`config.mk`:
```
export PLATFORM = sky130hd
export DESIGN_NAME = axis_width_converter
export DESIGN_NICKNAME = d
export VERILOG_FILES = /design/src/rtl/axis_width_pkg.sv /design/src/rtl/axis_register_slice.sv /design/src/rtl/axis_width_converter.sv
export SDC_FILE = /design/constraint.sdc
export NUM_CORES = 1
export LEC_CHECK = 0
export BUFFER_PORTS_ARGS = -buffer_cell sky130_fd_sc_hd__buf_2
export CAP_MARGIN = 20
export CORE_MARGIN = 5
export CORE_UTILIZATION = 46
export DETAILED_ROUTE_END_ITERATION = 10
export GPL_TIMING_DRIVEN = 0
export PLACE_DENSITY = 0.76
export RECOVER_POWER = 100
export SKIP_LAST_GASP = 1
export SYNTH_ARGS = -nofsm -noshare
export SYNTH_HDL_FRONTEND = slang
export SYNTH_SLANG_ARGS = --single-unit
```
`constraint.sdc`:
```
create_clock -name clk -period 1.4 [get_ports clk]
set_input_delay 0.07 -clock clk [delete_from_list [all_inputs] [get_ports clk]]
set_output_delay 0.07 -clock clk [all_outputs]
set_load 0.02 [all_outputs]
```
`src/rtl/axis_width_pkg.sv`:
```
// Shared types and elaboration helpers for the AXI-Stream width converter.
package axis_width_pkg;

  // Conversion direction chosen from the two tdata widths.
  typedef enum logic [1:0] {DOWN, UP, PASS} mode_e;

  // Downsizer: holding nothing, or emitting slices of a stored beat.
  typedef enum logic {EMPTY, EMIT} down_state_e;

  // Upsizer: collecting lanes, or holding a finished word for the consumer.
  typedef enum logic {ACCUM, FULL} up_state_e;

  function automatic mode_e calc_mode(input int s_w, input int m_w);
    if (s_w > m_w) return DOWN;
    if (s_w < m_w) return UP;
    return PASS;
  endfunction

  function automatic int calc_ratio(input int s_w, input int m_w);
    return (s_w >= m_w) ? (s_w / m_w) : (m_w / s_w);
  endfunction

endpackage

```
`src/rtl/axis_register_slice.sv`:
```
// One-stage valid/ready register carrying tdata, tkeep, tlast and tuser.
module axis_register_slice #(
  parameter int DATA_W = 8,
  parameter int KEEP_W = 1
) (
  input  logic              clk,
  input  logic              rst_n,
  input  logic [DATA_W-1:0] s_data,
  input  logic [KEEP_W-1:0] s_keep,
  input  logic              s_last,
  input  logic              s_user,
  input  logic              s_valid,
  output logic              s_ready,
  output logic [DATA_W-1:0] m_data,
  output logic [KEEP_W-1:0] m_keep,
  output logic              m_last,
  output logic              m_user,
  output logic              m_valid,
  input  logic              m_ready
);

  logic              valid_q, valid_d;
  logic [DATA_W-1:0] data_q, data_d;
  logic [KEEP_W-1:0] keep_q, keep_d;
  logic              last_q, last_d;
  logic              user_q, user_d;

  // A new beat may enter whenever the slot is empty or is draining this cycle.
  assign s_ready = !valid_q || m_ready;

  // Load on input handshake, otherwise empty the slot once the consumer takes it.
  always_comb begin
    valid_d = valid_q;
    data_d  = data_q;
    keep_d  = keep_q;
    last_d  = last_q;
    user_d  = user_q;
    if (s_valid && s_ready) begin
      valid_d = 1'b1;
      data_d  = s_data;
      keep_d  = s_keep;
      last_d  = s_last;
      user_d  = s_user;
    end else if (m_ready) begin
      valid_d = 1'b0;
    end
  end

  // Slot register with synchronous active-low reset.
  always_ff @(posedge clk) begin
    if (!rst_n) begin
      valid_q <= 1'b0;
      data_q  <= '0;
      keep_q  <= '0;
      last_q  <= 1'b0;
      user_q  <= 1'b0;
    end else begin
      valid_q <= valid_d;
      data_q  <= data_d;
      keep_q  <= keep_d;
      last_q  <= last_d;
      user_q  <= user_d;
    end
  end

  assign m_valid = valid_q;
  assign m_data  = data_q;
  assign m_keep  = keep_q;
  assign m_last  = last_q;
  assign m_user  = user_q;

endmodule

```
`src/rtl/axis_width_converter.sv`:
```
// AXI-Stream data-width converter: downsize, upsize or pass-through.
module axis_width_converter
  import axis_width_pkg::*;
#(
  parameter int S_DATA_WIDTH = 16,
  parameter int M_DATA_WIDTH = 8,
  parameter bit LSB_FIRST    = 1'b1
) (
  input  logic                      clk,
  input  logic                      rst_n,
  input  logic [S_DATA_WIDTH-1:0]   s_tdata,
  input  logic [S_DATA_WIDTH/8-1:0] s_tkeep,
  input  logic                      s_tvalid,
  output logic                      s_tready,
  input  logic                      s_tlast,
  input  logic                      s_tuser,
  output logic [M_DATA_WIDTH-1:0]   m_tdata,
  output logic [M_DATA_WIDTH/8-1:0] m_tkeep,
  output logic                      m_tvalid,
  input  logic                      m_tready,
  output logic                      m_tlast,
  output logic                      m_tuser
);

  localparam mode_e MODE = calc_mode(S_DATA_WIDTH, M_DATA_WIDTH);
  localparam int    R    = calc_ratio(S_DATA_WIDTH, M_DATA_WIDTH);
  localparam int    IW   = (R > 1) ? $clog2(R) : 1;
  localparam int    SK   = S_DATA_WIDTH / 8;
  localparam int    MK   = M_DATA_WIDTH / 8;

  if ((S_DATA_WIDTH % 8) != 0 || (M_DATA_WIDTH % 8) != 0 ||
      ((S_DATA_WIDTH % M_DATA_WIDTH) != 0 && (M_DATA_WIDTH % S_DATA_WIDTH) != 0)) begin : g_bad_width
    $error("axis_width_converter: widths must be byte multiples and integer ratios");
  end

  // Ready from the active engine, held low for the whole reset period.
  logic s_ready_raw;
  assign s_tready = s_ready_raw & rst_n;

  if (MODE == DOWN) begin : g_down
    down_state_e             state_q, state_d;
    logic [IW-1:0]           idx_q, idx_d, final_q, final_d, slice_sel, last_used;
    logic [S_DATA_WIDTH-1:0] data_q, data_d;
    logic [SK-1:0]           keep_q, keep_d;
    logic                    last_q, last_d, user_q, user_d;
    logic                    accept, done;

    // Send-order index mapped to the physical slice of the stored beat.
    assign slice_sel = LSB_FIRST ? idx_q : IW'(R - 1) - idx_q;

    // Last slice in send order that carries any byte of the incoming beat.
    always_comb begin
      last_used = '0;
      for (int k = 0; k < R; k++) begin
        if (|s_tkeep[(LSB_FIRST ? k : R - 1 - k) * MK +: MK]) last_used = IW'(k);
      end
    end

    assign m_tvalid    = (state_q == EMIT);
    assign m_tdata     = data_q[slice_sel * M_DATA_WIDTH +: M_DATA_WIDTH];
    assign m_tkeep     = keep_q[slice_sel * MK +: MK];
    assign m_tlast     = m_tvalid && last_q && (idx_q == final_q);
    assign m_tuser     = user_q;
    assign done        = m_tvalid && m_tready && (idx_q == final_q);
    assign s_ready_raw = (state_q == EMPTY) || done;
    assign accept      = s_tvalid && s_tready;

    // Store a beat on accept, step through slices, go idle after the final one.
    always_comb begin
      state_d = state_q;
      idx_d   = idx_q;
      final_d = final_q;
      data_d  = data_q;
      keep_d  = keep_q;
      last_d  = last_q;
      user_d  = user_q;
      if (accept) begin
        state_d = EMIT;
        idx_d   = '0;
        data_d  = s_tdata;
        keep_d  = s_tkeep;
        last_d  = s_tlast;
        user_d  = s_tuser;
        final_d = s_tlast ? last_used : IW'(R - 1);
      end else if (done) begin
        state_d = EMPTY;
        idx_d   = '0;
      end else if (m_tvalid && m_tready) begin
        idx_d = idx_q + IW'(1);
      end
    end

    // Downsizer state with synchronous active-low reset.
    always_ff @(posedge clk) begin
      if (!rst_n) begin
        state_q <= EMPTY;
        idx_q   <= '0;
        final_q <= '0;
        data_q  <= '0;
        keep_q  <= '0;
        last_q  <= 1'b0;
        user_q  <= 1'b0;
      end else begin
        state_q <= state_d;
        idx_q   <= idx_d;
        final_q <= final_d;
        data_q  <= data_d;
        keep_q  <= keep_d;
        last_q  <= last_d;
        user_q  <= user_d;
      end
    end
  end else if (MODE == UP) begin : g_up
    // The output slice being occupied is the FULL phase; lane_q tracks ACCUM.
    logic [IW-1:0]           lane_q, lane_d, lane_pos;
    logic [M_DATA_WIDTH-1:0] acc_data_q, acc_data_d, word_data;
    logic [MK-1:0]           acc_keep_q, acc_keep_d, word_keep;
    logic                    acc_user_q, acc_user_d, word_user;
    logic                    closing, accept, up_ready;

    assign lane_pos    = LSB_FIRST ? lane_q : IW'(R - 1) - lane_q;
    assign closing     = (lane_q == IW'(R - 1)) || s_tlast;
    assign accept      = s_tvalid && s_tready;
    assign s_ready_raw = up_ready;

    // Word as it would look with the current input beat dropped into its lane.
    always_comb begin
      word_data = acc_data_q;
      word_keep = acc_keep_q;
      word_data[lane_pos * S_DATA_WIDTH +: S_DATA_WIDTH] = s_tdata;
      word_keep[lane_pos * SK +: SK] = s_tkeep;
      word_user = acc_user_q | s_tuser;
    end

    // Keep filling lanes; a closing beat hands the word on and restarts empty.
    always_comb begin
      lane_d     = lane_q;
      acc_data_d = acc_data_q;
      acc_keep_d = acc_keep_q;
      acc_user_d = acc_user_q;
      if (accept) begin
        if (closing) begin
          lane_d     = '0;
          acc_data_d = '0;
          acc_keep_d = '0;
          acc_user_d = 1'b0;
        end else begin
          lane_d     = lane_q + IW'(1);
          acc_data_d = word_data;
          acc_keep_d = word_keep;
          acc_user_d = word_user;
        end
      end
    end

    // Accumulator with synchronous active-low reset.
    always_ff @(posedge clk) begin
      if (!rst_n) begin
        lane_q     <= '0;
        acc_data_q <= '0;
        acc_keep_q <= '0;
        acc_user_q <= 1'b0;
      end else begin
        lane_q     <= lane_d;
        acc_data_q <= acc_data_d;
        acc_keep_q <= acc_keep_d;
        acc_user_q <= acc_user_d;
      end
    end

    axis_register_slice #(.DATA_W(M_DATA_WIDTH), .KEEP_W(MK)) u_out (
      .clk     (clk),
      .rst_n   (rst_n),
      .s_data  (word_data),
      .s_keep  (word_keep),
      .s_last  (s_tlast),
      .s_user  (word_user),
      .s_valid (accept && closing),
      .s_ready (up_ready),
      .m_data  (m_tdata),
      .m_keep  (m_tkeep),
      .m_last  (m_tlast),
      .m_user  (m_tuser),
      .m_valid (m_tvalid),
      .m_ready (m_tready)
    );
  end else begin : g_pass
    axis_register_slice #(.DATA_W(M_DATA_WIDTH), .KEEP_W(MK)) u_pass (
      .clk     (clk),
      .rst_n   (rst_n),
      .s_data  (s_tdata),
      .s_keep  (s_tkeep),
      .s_last  (s_tlast),
      .s_user  (s_tuser),
      .s_valid (s_tvalid),
      .s_ready (s_ready_raw),
      .m_data  (m_tdata),
      .m_keep  (m_tkeep),
      .m_last  (m_tlast),
      .m_user  (m_tuser),
      .m_valid (m_tvalid),
      .m_ready (m_tready)
    );
  end

endmodule

```
==> impl_metrics.ini <==
[clock_network]
clk_pin_slew_ns = 0.13
cts_sinks = 23
h-tree-depth = 1
cts_tree = yes
clk_latency_ns = 0.32
ctsLongestPathBuffers = 2
root_buffer = clkbuf_4
cts_buffers = 3

[floorplan]
core-area_sq_um = 2210
fp.dieH_microns = 58.0
die_w_microns = 58.0
io_pins = 37
start_util_pct = 48.0
rows = 17
die-area_sq_um = 3370

[detailed_routing]
antenna_left = 0
wl_per_cell_microns = 13.3
vias_per_cell = 4.72
firstDrtPassIters = 4
drt_iter0_drc = 5
wirelength_microns = 2640
drc = 0
num_vias = 939

[run_status]
violations = negative setup slack
outcome = complete, but fails checks

[timing]
worst_slew_pin_slew_ns = 0.443
fin_skew_ns = 0.00627
setup_viol = 9
rsz0062_at_grt = yes
fmax_ghz = 0.698
slew_viol_final = 0
fin_crit_sh_pct = 102
whs_ns = 0.00164
period_needed_ns = 1.43
finalSetupTns_ns = -0.0881
maxSlewHeadroom_pct = 70.5
hold_viol = 0
layout_setup_ws_ns = -0.0336

[synth]
ys_ff_latch = 23
syn_area_sq_um = 1060
syn_inst = 112
yosysWarnings = 0
synth_nets = 136
ys_types = 17
avgSynthCellArea_sq_um = 9.47
ys_seq_area_share_pct = 43.4

[power_and_ir_drop]
ir_drop_uv = 713
p_leak_nw = 0.867
power_density_nw_per_um2 = 928

[placement]
postPlaceCellArea_sq_um = 1270
gp_congestion = 0.685
port_buffers = 35
dp_hpwl_microns = 1650

[setup_path]
worstSetupEndpointType = output port
crit_type = flip-flop to output port
cp.arrival_ns = 1.36
worst_setup_path_start_kind = flip-flop
crit_path_max_incr_delay_ns = 0.42
crit_chain = buf_8 > mux2_2 > buf_6
cp_slowest_cell = dfxtp_4
cp_max_fo = 5
required_ns = 1.33

[finish]
syn2layout_area_growth_pct = 50.2
antenna_cells = 0
final_cell_area_sq_um = 1590
nets = 196
num-fill-cells = 165
drive_gt1_share_pct = 33.3

[grt]
grt_pass1_wl_microns = 3830
grt_pass1_vias = 905
track_usage_pct = 14.6
antenna_found_initial = 0
globalRouteOverflowTotal = 0
grt_max_degree = 14

[job]
maxCapViolations = 0

[min_path]
hold_class = input port to flip-flop
## cells in the mapped netlist, drive strengths merged
cell type  instances  area (sq um)
o21a               1          7.51
inv               20          75.1
nand2             22          82.6
and3b              1          8.76
a41oi              1          16.3
a21boi             2          15.0
xnor2              1          8.76
nor2               1          3.75
clkbuf             2          7.51
mux2i             22           220
buf                4          32.5
dfxtp             23           460
and3               1          6.26
nand4b             1          8.76
nor2b              1          6.26
mux2               9           101
## cell usage in the layout, fill, tap and decap left out, types with 2 or more instances in the layout
cell type,n
a21boi_0,2
nand2_1,22
dfxtp_1,21
buf_6,10
mux2i_1,22
dlygate4sd3_1,18
clkbuf_4,3
mux2_4,3
clkbuf_1,3
buf_2,27
inv_1,20
mux2_2,6
## worst max-delay path: cells and delay by family (launching register included)
family	cells	cell delay, ns
buffers and inverters	2	0.27
flip-flops	1	0.42
multiplexers	1	0.35
## power by group
group	internal [mW]	total [mW]	switching [mW]
clock	0.107	0.318	0.211
sequential	0.721	0.761	0.0397
combinational	0.220	0.400	0.180
## metrics by stage
step / setup WS, ns / util, % / total power, mW / instances
after detailed placement: 0.0149 / 57.5 / 1.08 / 175
after CTS: -0.0531 / 67.3 / 1.42 / 197
after floorplan: 0.0237 / - / 0.977 / 112
after global placement: 0.0708 / 57.5 / 1.07 / 175
final: -0.0336 / 72.1 / 1.48 / 199
after global routing: -0.0532 / 72.1 / 1.54 / 199
## per-layer routing
layer	vias to the layer above	track usage, %	part of all wire (%)
met2	22	26.5	52
met5	-	0	0
met4	0	6.29	1.7
li1	471	-	-
met3	4	2.45	3.5
met1	442	16.8	42
## worst paths after layout
| check | slack [ns] | to | cells after the start | from |
|---|---|---|---|---|
| max | -0.03 | m_tdata[7] | 3 | g_down.idx_q$_SDFFE_PP0P_ |
| min | 0.002 | g_down.data_q[6]$_SDFFE_PN0P_ | 3 | s_tdata[6] |
| max reg2reg | 0 | g_down.data_q[15]$_SDFFE_PN0P_ | 4 | m_tvalid$_SDFFE_PN0P_ |
| min reg2reg | 0.47 | g_down.last_q$_SDFFE_PN0P_ | 2 | g_down.last_q$_SDFFE_PN0P_ |
## flip-flops by register name (all words and copies together), names as in the netlist
name            flops
g_down.final_q      1
g_down.data_q      16
g_down.last_q       1
m_tvalid            1
g_down.idx_q        1
g_down.keep_q       2
m_tuser             1
## layout make-up
type / instances / area, sq um / share of cell area, %
buffer: 6 / 50.0 / 3.14
timing repair buffer: 55 / 437 / 27.4
tap: 28 / 35.0 / 2.20
inverter: 20 / 75.1 / 4.71
clock inverter: 1 / 5.00 / 0.314
multi-input combinational: 63 / 504 / 31.6
sequential: 23 / 465 / 29.2
clock buffer: 3 / 22.5 / 1.41
## cell families after synthesis
group                  count (synthesis)  share of synthesized area (%)
AO/OA/AOI/OAI                          4                           3.66
multiplexers                          31                           30.3
flip-flops                            23                           43.4
buffers and inverters                 26                           10.8
AND/OR/NAND/NOR                       27                           11.0
XOR/XNOR                               1                          0.826
## timing repair
action                                  CTS  global route
hold endpoints to repair                 18             0
buffers inserted                          0             1
cloned                                    0             1
pin swaps                                 0             1
hold buffers                             18             0
endpoints found under the setup margin   12            19
gates resized for setup                   4            22
Power figures use the tool's default switching activity.
